`config.mk`:
```
export PLATFORM = sky130hd
export DESIGN_NAME = vip_video_stream_gen_flat
export DESIGN_NICKNAME = d
export VERILOG_FILES = /design/src/rtl/vip_video_stream_gen_pkg.sv /design/src/rtl/vip_video_stream_gen_if.sv /design/src/rtl/vip_video_stream_gen_timing_counter.sv /design/src/rtl/vip_video_stream_gen.sv /design/src/flat_wrapper.sv
export SDC_FILE = /design/constraint.sdc
export NUM_CORES = 1
export LEC_CHECK = 0
export CAP_MARGIN = 20
export CORE_MARGIN = 2
export CORE_UTILIZATION = 63
export DETAILED_ROUTE_END_ITERATION = 8
export GPL_ROUTABILITY_DRIVEN = 0
export PLACE_DENSITY_LB_ADDON = 0.05
export SLEW_MARGIN = 25
export SYNTH_ARGS = -nofsm -noshare
export SYNTH_HDL_FRONTEND = slang
export SYNTH_SLANG_ARGS = --single-unit
```
`constraint.sdc`:
```
create_clock -name clk -period 4.3 [get_ports clk]
set_input_delay 0.43 -clock clk [delete_from_list [all_inputs] [get_ports clk]]
set_output_delay 0.43 -clock clk [all_outputs]
set_load 0.02 [all_outputs]
```
`src/rtl/vip_video_stream_gen_pkg.sv`:
```
`default_nettype none
// ============================================================================
//  Module      : vip_pkg
//  Description : Shared definitions for the VIP video stream generator:
//                test-pattern encodings, FSM state encoding, pixel width,
//                flat-pattern value and checker cell size.
//  Revision    : 1.0 - initial release
// ============================================================================
package vip_pkg;

    localparam int PIX_W = 8;

    typedef enum logic [1:0] {
        PAT_FRAME_RAMP = 2'd0,
        PAT_HRAMP      = 2'd1,
        PAT_CHECKER    = 2'd2,
        PAT_FLAT       = 2'd3
    } pattern_t;

    typedef enum logic [0:0] {
        ST_IDLE = 1'b0,
        ST_RUN  = 1'b1
    } gen_state_t;

    localparam logic [PIX_W-1:0] FLAT_VALUE   = 8'h80;
    localparam int               CHECKER_SIZE = 8;
    // Coordinate bit that toggles every CHECKER_SIZE pixels.
    localparam int               CHECKER_BIT  = $clog2(CHECKER_SIZE);

endpackage
`default_nettype wire

```
`src/rtl/vip_video_stream_gen_if.sv`:
```
`default_nettype none
// ============================================================================
//  Module      : vip_video_stream_gen_if
//  Description : Video stream bundle produced by the generator and consumed
//                by the 3x3 matrix generator / VIP filters.
//  Signals     : per_frame_vsync, per_frame_href, per_frame_hsync,
//                per_img_Y[7:0], frame_done, busy
//  Modports    : master (generator side), slave (consumer side)
//  Revision    : 1.0 - initial release
// ============================================================================
interface vip_video_stream_gen_if;
    import vip_pkg::*;

    logic             per_frame_vsync;
    logic             per_frame_href;
    logic             per_frame_hsync;
    logic [PIX_W-1:0] per_img_Y;
    logic             frame_done;
    logic             busy;

    modport master (
        output per_frame_vsync,
        output per_frame_href,
        output per_frame_hsync,
        output per_img_Y,
        output frame_done,
        output busy
    );

    modport slave (
        input per_frame_vsync,
        input per_frame_href,
        input per_frame_hsync,
        input per_img_Y,
        input frame_done,
        input busy
    );
endinterface
`default_nettype wire

```
`src/rtl/vip_video_stream_gen_timing_counter.sv`:
```
`default_nettype none
// ============================================================================
//  Module      : vip_timing_counter
//  Description : Horizontal/vertical raster counters with frame-end strobe
//                and combinational sync / active-window decode.
//  Ports       : clk, rst_n      - pixel clock, async active-low reset
//                advance         - 1: counters run, 0: counters held at 0
//                frame_end       - counters at last clock of the frame
//                hsync, vsync    - sync decode of current counter values
//                active          - counters inside the active window
//                x_lo            - low 8 bits of active-window x
//                checker_cell    - x[3] XOR y[3] of active-window coords
//  Revision    : 1.0 - initial release
// ============================================================================
module vip_timing_counter
    import vip_pkg::*;
#(
    parameter int IMG_HDISP = 1280,
    parameter int IMG_VDISP = 720,
    parameter int H_SYNC    = 40,
    parameter int H_BACK    = 220,
    parameter int H_FRONT   = 110,
    parameter int V_SYNC    = 5,
    parameter int V_BACK    = 20,
    parameter int V_FRONT   = 5
) (
    input  logic             clk,
    input  logic             rst_n,
    input  logic             advance,
    output logic             frame_end,
    output logic             hsync,
    output logic             vsync,
    output logic             active,
    output logic [PIX_W-1:0] x_lo,
    output logic             checker_cell
);

    localparam int H_TOTAL = H_SYNC + H_BACK + IMG_HDISP + H_FRONT;
    localparam int V_TOTAL = V_SYNC + V_BACK + IMG_VDISP + V_FRONT;
    localparam int H_W     = $clog2(H_TOTAL);
    localparam int V_W     = $clog2(V_TOTAL);
    // Decode compares run one bit wider so that window ends equal to the
    // total never overflow the counter width.
    localparam int H_W1    = H_W + 1;
    localparam int V_W1    = V_W + 1;

    localparam logic [H_W-1:0] H_LAST      = H_W'(H_TOTAL - 1);
    localparam logic [V_W-1:0] V_LAST      = V_W'(V_TOTAL - 1);
    localparam logic [H_W1-1:0] H_SYNC_END = H_W1'(H_SYNC);
    localparam logic [V_W1-1:0] V_SYNC_END = V_W1'(V_SYNC);
    localparam logic [H_W1-1:0] H_ACT_BEG  = H_W1'(H_SYNC + H_BACK);
    localparam logic [H_W1-1:0] H_ACT_END  = H_W1'(H_SYNC + H_BACK + IMG_HDISP);
    localparam logic [V_W1-1:0] V_ACT_BEG  = V_W1'(V_SYNC + V_BACK);
    localparam logic [V_W1-1:0] V_ACT_END  = V_W1'(V_SYNC + V_BACK + IMG_VDISP);

    logic [H_W-1:0]  r_h_cnt;
    logic [V_W-1:0]  r_v_cnt;
    logic [H_W1-1:0] w_h_ext;
    logic [V_W1-1:0] w_v_ext;

    always_ff @(posedge clk or negedge rst_n) begin
        if (!rst_n) begin
            r_h_cnt <= '0;
            r_v_cnt <= '0;
        end else if (!advance) begin
            r_h_cnt <= '0;
            r_v_cnt <= '0;
        end else if (r_h_cnt == H_LAST) begin
            r_h_cnt <= '0;
            r_v_cnt <= (r_v_cnt == V_LAST) ? '0 : r_v_cnt + 1'b1;
        end else begin
            r_h_cnt <= r_h_cnt + 1'b1;
        end
    end

    assign w_h_ext   = {1'b0, r_h_cnt};
    assign w_v_ext   = {1'b0, r_v_cnt};

    assign frame_end = (r_h_cnt == H_LAST) && (r_v_cnt == V_LAST);
    assign hsync     = (w_h_ext < H_SYNC_END);
    assign vsync     = (w_v_ext < V_SYNC_END);
    assign active    = (w_h_ext >= H_ACT_BEG) && (w_h_ext < H_ACT_END) &&
                       (w_v_ext >= V_ACT_BEG) && (w_v_ext < V_ACT_END);

    // Coordinates are only meaningful while active is high; outside the
    // window the subtraction simply wraps and is masked by the consumer.
    assign x_lo         = PIX_W'(w_h_ext - H_ACT_BEG);
    assign checker_cell = 1'((w_h_ext - H_ACT_BEG) >> CHECKER_BIT) ^
                          1'((w_v_ext - V_ACT_BEG) >> CHECKER_BIT);

endmodule
`default_nettype wire

```
`src/rtl/vip_video_stream_gen.sv`:
```
`default_nettype none
// ============================================================================
//  Module      : vip_video_stream_gen
//  Description : Parameterised video stream transmitter producing
//                vsync/href/hsync and an 8-bit Y test pattern.
//  Ports       : clk         - pixel clock
//                rst_n       - asynchronous active-low reset
//                enable      - level; 1 = generate frames continuously
//                pattern_sel - 0 frame ramp, 1 h-ramp, 2 8x8 checker, 3 flat
//                vid         - video stream bundle (master modport)
//  Revision    : 1.0 - initial release
// ============================================================================
module vip_video_stream_gen
    import vip_pkg::*;
#(
    parameter int IMG_HDISP = 1280,
    parameter int IMG_VDISP = 720,
    parameter int H_SYNC    = 40,
    parameter int H_BACK    = 220,
    parameter int H_FRONT   = 110,
    parameter int V_SYNC    = 5,
    parameter int V_BACK    = 20,
    parameter int V_FRONT   = 5
) (
    input  logic                   clk,
    input  logic                   rst_n,
    input  logic                   enable,
    input  logic [1:0]             pattern_sel,
    vip_video_stream_gen_if.master vid
);

    gen_state_t       r_state;
    pattern_t         r_pattern;
    logic [PIX_W-1:0] r_pix_idx;

    logic             r_vsync;
    logic             r_hsync;
    logic             r_href;
    logic [PIX_W-1:0] r_y;
    logic             r_frame_done;
    logic             r_busy;

    logic             w_advance;
    logic             w_frame_end;
    logic             w_hsync;
    logic             w_vsync;
    logic             w_active;
    logic [PIX_W-1:0] w_x_lo;
    logic             w_checker_cell;
    logic [PIX_W-1:0] w_pixel;

    assign w_advance = (r_state == ST_RUN);

    vip_timing_counter #(
        .IMG_HDISP (IMG_HDISP),
        .IMG_VDISP (IMG_VDISP),
        .H_SYNC    (H_SYNC),
        .H_BACK    (H_BACK),
        .H_FRONT   (H_FRONT),
        .V_SYNC    (V_SYNC),
        .V_BACK    (V_BACK),
        .V_FRONT   (V_FRONT)
    ) u_timing (
        .clk          (clk),
        .rst_n        (rst_n),
        .advance      (w_advance),
        .frame_end    (w_frame_end),
        .hsync        (w_hsync),
        .vsync        (w_vsync),
        .active       (w_active),
        .x_lo         (w_x_lo),
        .checker_cell (w_checker_cell)
    );

    // Pattern value for the current counter position. The frame ramp uses a
    // running count of active pixels, which equals y*IMG_HDISP + x modulo 256
    // because the window is scanned in raster order.
    always_comb begin
        w_pixel = '0;
        if (w_active) begin
            case (r_pattern)
                PAT_FRAME_RAMP: w_pixel = r_pix_idx;
                PAT_HRAMP:      w_pixel = w_x_lo;
                PAT_CHECKER:    w_pixel = w_checker_cell ? 8'hFF : 8'h00;
                PAT_FLAT:       w_pixel = FLAT_VALUE;
                default:        w_pixel = '0;
            endcase
        end
    end

    // FSM plus output registers. Outputs lag the counters by one clock, so
    // the frame_done pulse lines up with the last frame clock on the outputs.
    always_ff @(posedge clk or negedge rst_n) begin
        if (!rst_n) begin
            r_state      <= ST_IDLE;
            r_pattern    <= PAT_FRAME_RAMP;
            r_pix_idx    <= '0;
            r_vsync      <= 1'b0;
            r_hsync      <= 1'b0;
            r_href       <= 1'b0;
            r_y          <= '0;
            r_frame_done <= 1'b0;
            r_busy       <= 1'b0;
        end else begin
            r_vsync      <= 1'b0;
            r_hsync      <= 1'b0;
            r_href       <= 1'b0;
            r_y          <= '0;
            r_frame_done <= 1'b0;
            r_busy       <= (r_state == ST_RUN);

            case (r_state)
                ST_IDLE: begin
                    r_pix_idx <= '0;
                    if (enable) begin
                        r_state   <= ST_RUN;
                        r_pattern <= pattern_t'(pattern_sel);
                    end
                end
                ST_RUN: begin
                    r_vsync <= w_vsync;
                    r_hsync <= w_hsync;
                    r_href  <= w_active;
                    r_y     <= w_pixel;
                    if (w_frame_end) begin
                        // Frame boundary: the only point where the pattern
                        // may change or the generator may stop.
                        r_frame_done <= 1'b1;
                        r_pix_idx    <= '0;
                        if (enable) begin
                            r_pattern <= pattern_t'(pattern_sel);
                        end else begin
                            r_state   <= ST_IDLE;
                        end
                    end else if (w_active) begin
                        r_pix_idx <= r_pix_idx + 1'b1;
                    end
                end
                default: r_state <= ST_IDLE;
            endcase
        end
    end

    assign vid.per_frame_vsync = r_vsync;
    assign vid.per_frame_href  = r_href;
    assign vid.per_frame_hsync = r_hsync;
    assign vid.per_img_Y       = r_y;
    assign vid.frame_done      = r_frame_done;
    assign vid.busy            = r_busy;

endmodule
`default_nettype wire

```
`src/flat_wrapper.sv`:
```
// flat-port wrapper written by rule: the top's interface ports become plain ports
module vip_video_stream_gen_flat import vip_pkg::*;
#(
    parameter int IMG_HDISP = 1280,
    parameter int IMG_VDISP = 720,
    parameter int H_SYNC    = 40,
    parameter int H_BACK    = 220,
    parameter int H_FRONT   = 110,
    parameter int V_SYNC    = 5,
    parameter int V_BACK    = 20,
    parameter int V_FRONT   = 5
)
  (clk, rst_n, enable, pattern_sel, vid_per_frame_vsync, vid_per_frame_href, vid_per_frame_hsync, vid_per_img_Y, vid_frame_done, vid_busy);
  vip_video_stream_gen_if vid_i ();
  input  logic clk;
  input  logic rst_n;
  input  logic enable;
  input  logic [1:0] pattern_sel;
  output wire logic [$bits(vid_i.per_frame_vsync)-1:0] vid_per_frame_vsync;
  output wire logic [$bits(vid_i.per_frame_href)-1:0] vid_per_frame_href;
  output wire logic [$bits(vid_i.per_frame_hsync)-1:0] vid_per_frame_hsync;
  output wire logic [$bits(vid_i.per_img_Y)-1:0] vid_per_img_Y;
  output wire logic [$bits(vid_i.frame_done)-1:0] vid_frame_done;
  output wire logic [$bits(vid_i.busy)-1:0] vid_busy;
  assign vid_per_frame_vsync = vid_i.per_frame_vsync;
  assign vid_per_frame_href = vid_i.per_frame_href;
  assign vid_per_frame_hsync = vid_i.per_frame_hsync;
  assign vid_per_img_Y = vid_i.per_img_Y;
  assign vid_frame_done = vid_i.frame_done;
  assign vid_busy = vid_i.busy;
  vip_video_stream_gen #(.IMG_HDISP(IMG_HDISP), .IMG_VDISP(IMG_VDISP), .H_SYNC(H_SYNC), .H_BACK(H_BACK), .H_FRONT(H_FRONT), .V_SYNC(V_SYNC), .V_BACK(V_BACK), .V_FRONT(V_FRONT)) u_core (.clk(clk), .rst_n(rst_n), .enable(enable), .pattern_sel(pattern_sel), .vid(vid_i));
endmodule
```
==> results.json <==
{
  "outcome": "finished clean",
  "skew_ps": 10.4,
  "drv_cap": 0,
  "initial_utilization": 0.642,
  "stdcell_area_um2": 2810,
  "final.min_clock_period_ps": 2280,
  "diodes": 0,
  "vias_per_cell": 5.81,
  "pre_cts_ws_ps": 2030,
  "cts-root-buf": "clkbuf_8",
  "grt_pass1_wl_mm": 8.50,
  "r2r_start": "u_core.u_timing.r_h_cnt[3]",
  "syn_inst": 262,
  "avgRoutedWirePerCell_um": 15.4,
  "hold_path_class": "in2async",
  "pwr-share-seq": 0.552,
  "timing.final.ws_setup_ps": 2020,
  "fp.dieW_um": 67.4,
  "area_growth_pct": 10.9,
  "finalMaxSlewViolations": 0,
  "synth_area_um2": 2530,
  "cts-hold-fix-buffers": 0,
  "cts-buffers-inserted": 5,
  "fin_setup_tns_ps": 0,
  "overflow": 0,
  "path_max_fanout": 10,
  "fp.coreArea_um2": 3940,
  "grt_max_degree": 46,
  "dieHeight_um": 67.4,
  "nFillCells": 322,
  "intPower_uw": 615,
  "vias": 1894,
  "grt_usage": 0.256,
  "tritoncts": "yes",
  "clk_path_buf_depth": 2,
  "place_area_um2": 2690,
  "avgSynthCellArea_um2": 9.66,
  "clkTransAtPathRegs_ps": 80,
  "setup_viol_count_final": 0,
  "first_pass_iters": 7,
  "clk_latency_ps": 300,
  "final_common_cell": "dfrtp_1",
  "synth_cell_types": 52,
  "first_iter_violations": 118,
  "htreeDepth": 2,
  "final_cell_mix": "dfrtp_1 (45), nor2_1 (33), nand2_1 (22)",
  "power_uw": 766,
  "post_cts.repair.setup_buffers": 0,
  "synth-edff-count": 0,
  "rsz0062_at_grt": "false",
  "cp-end-kind": "flip-flop",
  "hold_viol": 0,
  "syn-num-nets": 277,
  "crit_arrival_ps": 2470,
  "start_kind": "flip-flop",
  "worstSetupPathType": "reg2reg",
  "drc_errors": 0,
  "cp.required_ps": 4480,
  "power.share.switching": 0.196,
  "dieArea_um2": 4540,
  "drt.antenna.violating_nets": 0,
  "grt_pass1_vias": 1809,
  "cts.sinks": 45,
  "fmax_mhz": 438,
  "nNetsFinal": 290,
  "startpoint": "u_core.u_timing.r_h_cnt[3]",
  "synth_async_sr_flop_share": 1.00,
  "ir_drop_mv": 0.223,
  "p_per_area_nw_per_um2": 273,
  "cts.repair.resized": 0,
  "ys_warn_count": 0,
  "drive_above_1_share": 0.112,
  "worst_pin_slew_ps": 818,
  "finalCritPeriodShare": 0.531,
  "p_leak_uw": 0.00124,
  "p_clk_frac": 0.433,
  "combinationalPowerShare": 0.015,
  "ys.flop_type": "dfrtp_1",
  "io_pins": 18,
  "switchingPower_uw": 150,
  "ys_seq_area_frac": 0.445,
  "wl_mm": 5.04,
  "synth_seq_cells": 45,
  "whs_ps": 105,
  "fp-row-count": 23,
  "antenna_found_initial": 0,
  "port_buffers": 17,
  "slew_headroom": 0.449,
  "dp_hpwl_mm": 3.51
}
-- worst max-delay path: stages, from the launching register on --
cell	delay (ps)
dfrtp_1	480
inv_1	170
ha_1	160
nand2_1	110
o41ai_2	750
nor3b_1	320
xnor2_1	150
nor2_1	50
-- cell usage after synthesis (6+ instances only) --
master | count | area, um^2
a21oi_1 | 17 | 85.1
nand3_1 | 9 | 45.0
o21a_1 | 7 | 52.6
o21ai_0 | 9 | 45.0
and3_1 | 9 | 56.3
nor3_1 | 6 | 30.0
nor2_1 | 33 | 124
dfrtp_1 | 45 | 1130
xnor2_1 | 12 | 105
nand2_1 | 22 | 82.6
ha_1 | 10 | 125
xor2_1 | 10 | 87.6
inv_1 | 10 | 37.5
-- flip-flops by register name, summed over array words and instances, names as in the netlist --
signal / flops
u_core.u_timing.r_v_cnt: 10
u_core.vid.frame_done: 1
u_core.vid.busy: 1
u_core.vid.per_img_Y: 8
u_core.vid.per_frame_vsync: 1
u_core.vid.per_frame_hsync: 1
u_core.r_state: 1
u_core.r_pattern: 2
u_core.r_pix_idx: 8
u_core.u_timing.r_h_cnt: 11
u_core.vid.per_frame_href: 1
-- layer usage --
layer	vias to the layer above	routed length [um]	GRT usage
met3	6	226	0.0500
met1	914	2360	0.348
li1	933	-	-
met4	0	102	0.112
met5	-	0	0
met2	41	2350	0.400
-- area by class of cell --
type	count	area (um^2)	share of cell area
Clock buffer	7	86.3	0.0307
Clock inverter	1	30.0	0.0107
Inverter	11	41.3	0.0147
Multi-Input combinational cell	194	1290	0.458
Sequential cell	45	1130	0.401
Tap cell	50	62.6	0.0223
Timing Repair Buffer	18	175	0.0624
-- stage by stage --
| stage | cells | util |
|---|---|---|
| floorplan | 262 | - |
| global placement | 318 | 0.682 |
| finish | 326 | 0.712 |
| detailed placement | 318 | 0.682 |
| global route | 326 | 0.712 |
| CTS | 326 | 0.712 |
-- power groups by stage --
stage	clock (uW)	combinational, uW	sequential, uW
after floorplan	0	0.165	431
after global placement	0	11.9	431
after detailed placement	0	12.2	431
after CTS	338	12.3	423
after global routing	350	13.8	423
final	331	11.8	423
-- final timing paths --
path	endpoint	slack (ps)	cells after the start
max	u_core.u_timing.r_v_cnt[5]	2020	7
min	u_core.vid.per_img_Y[5]	100	1
max reg2reg	u_core.u_timing.r_v_cnt[5]	2020	7
min reg2reg	u_core.vid.busy	520	0
max in group asynchronous	u_core.u_timing.r_h_cnt[4]	3790	1
min in group clk	u_core.vid.busy	520	0
-- cells by family after synthesis --
family	Yosys count	share of synthesized area
AND/OR/NAND/NOR	108	0.231
AO/OA/AOI/OAI	52	0.143
flip-flops	45	0.445
buffers and inverters	23	0.0470
XOR/XNOR	22	0.0761
adder cells (fa/ha/maj)	10	0.0494
multiplexers	2	0.00890
(Power assumes the default switching activity.)
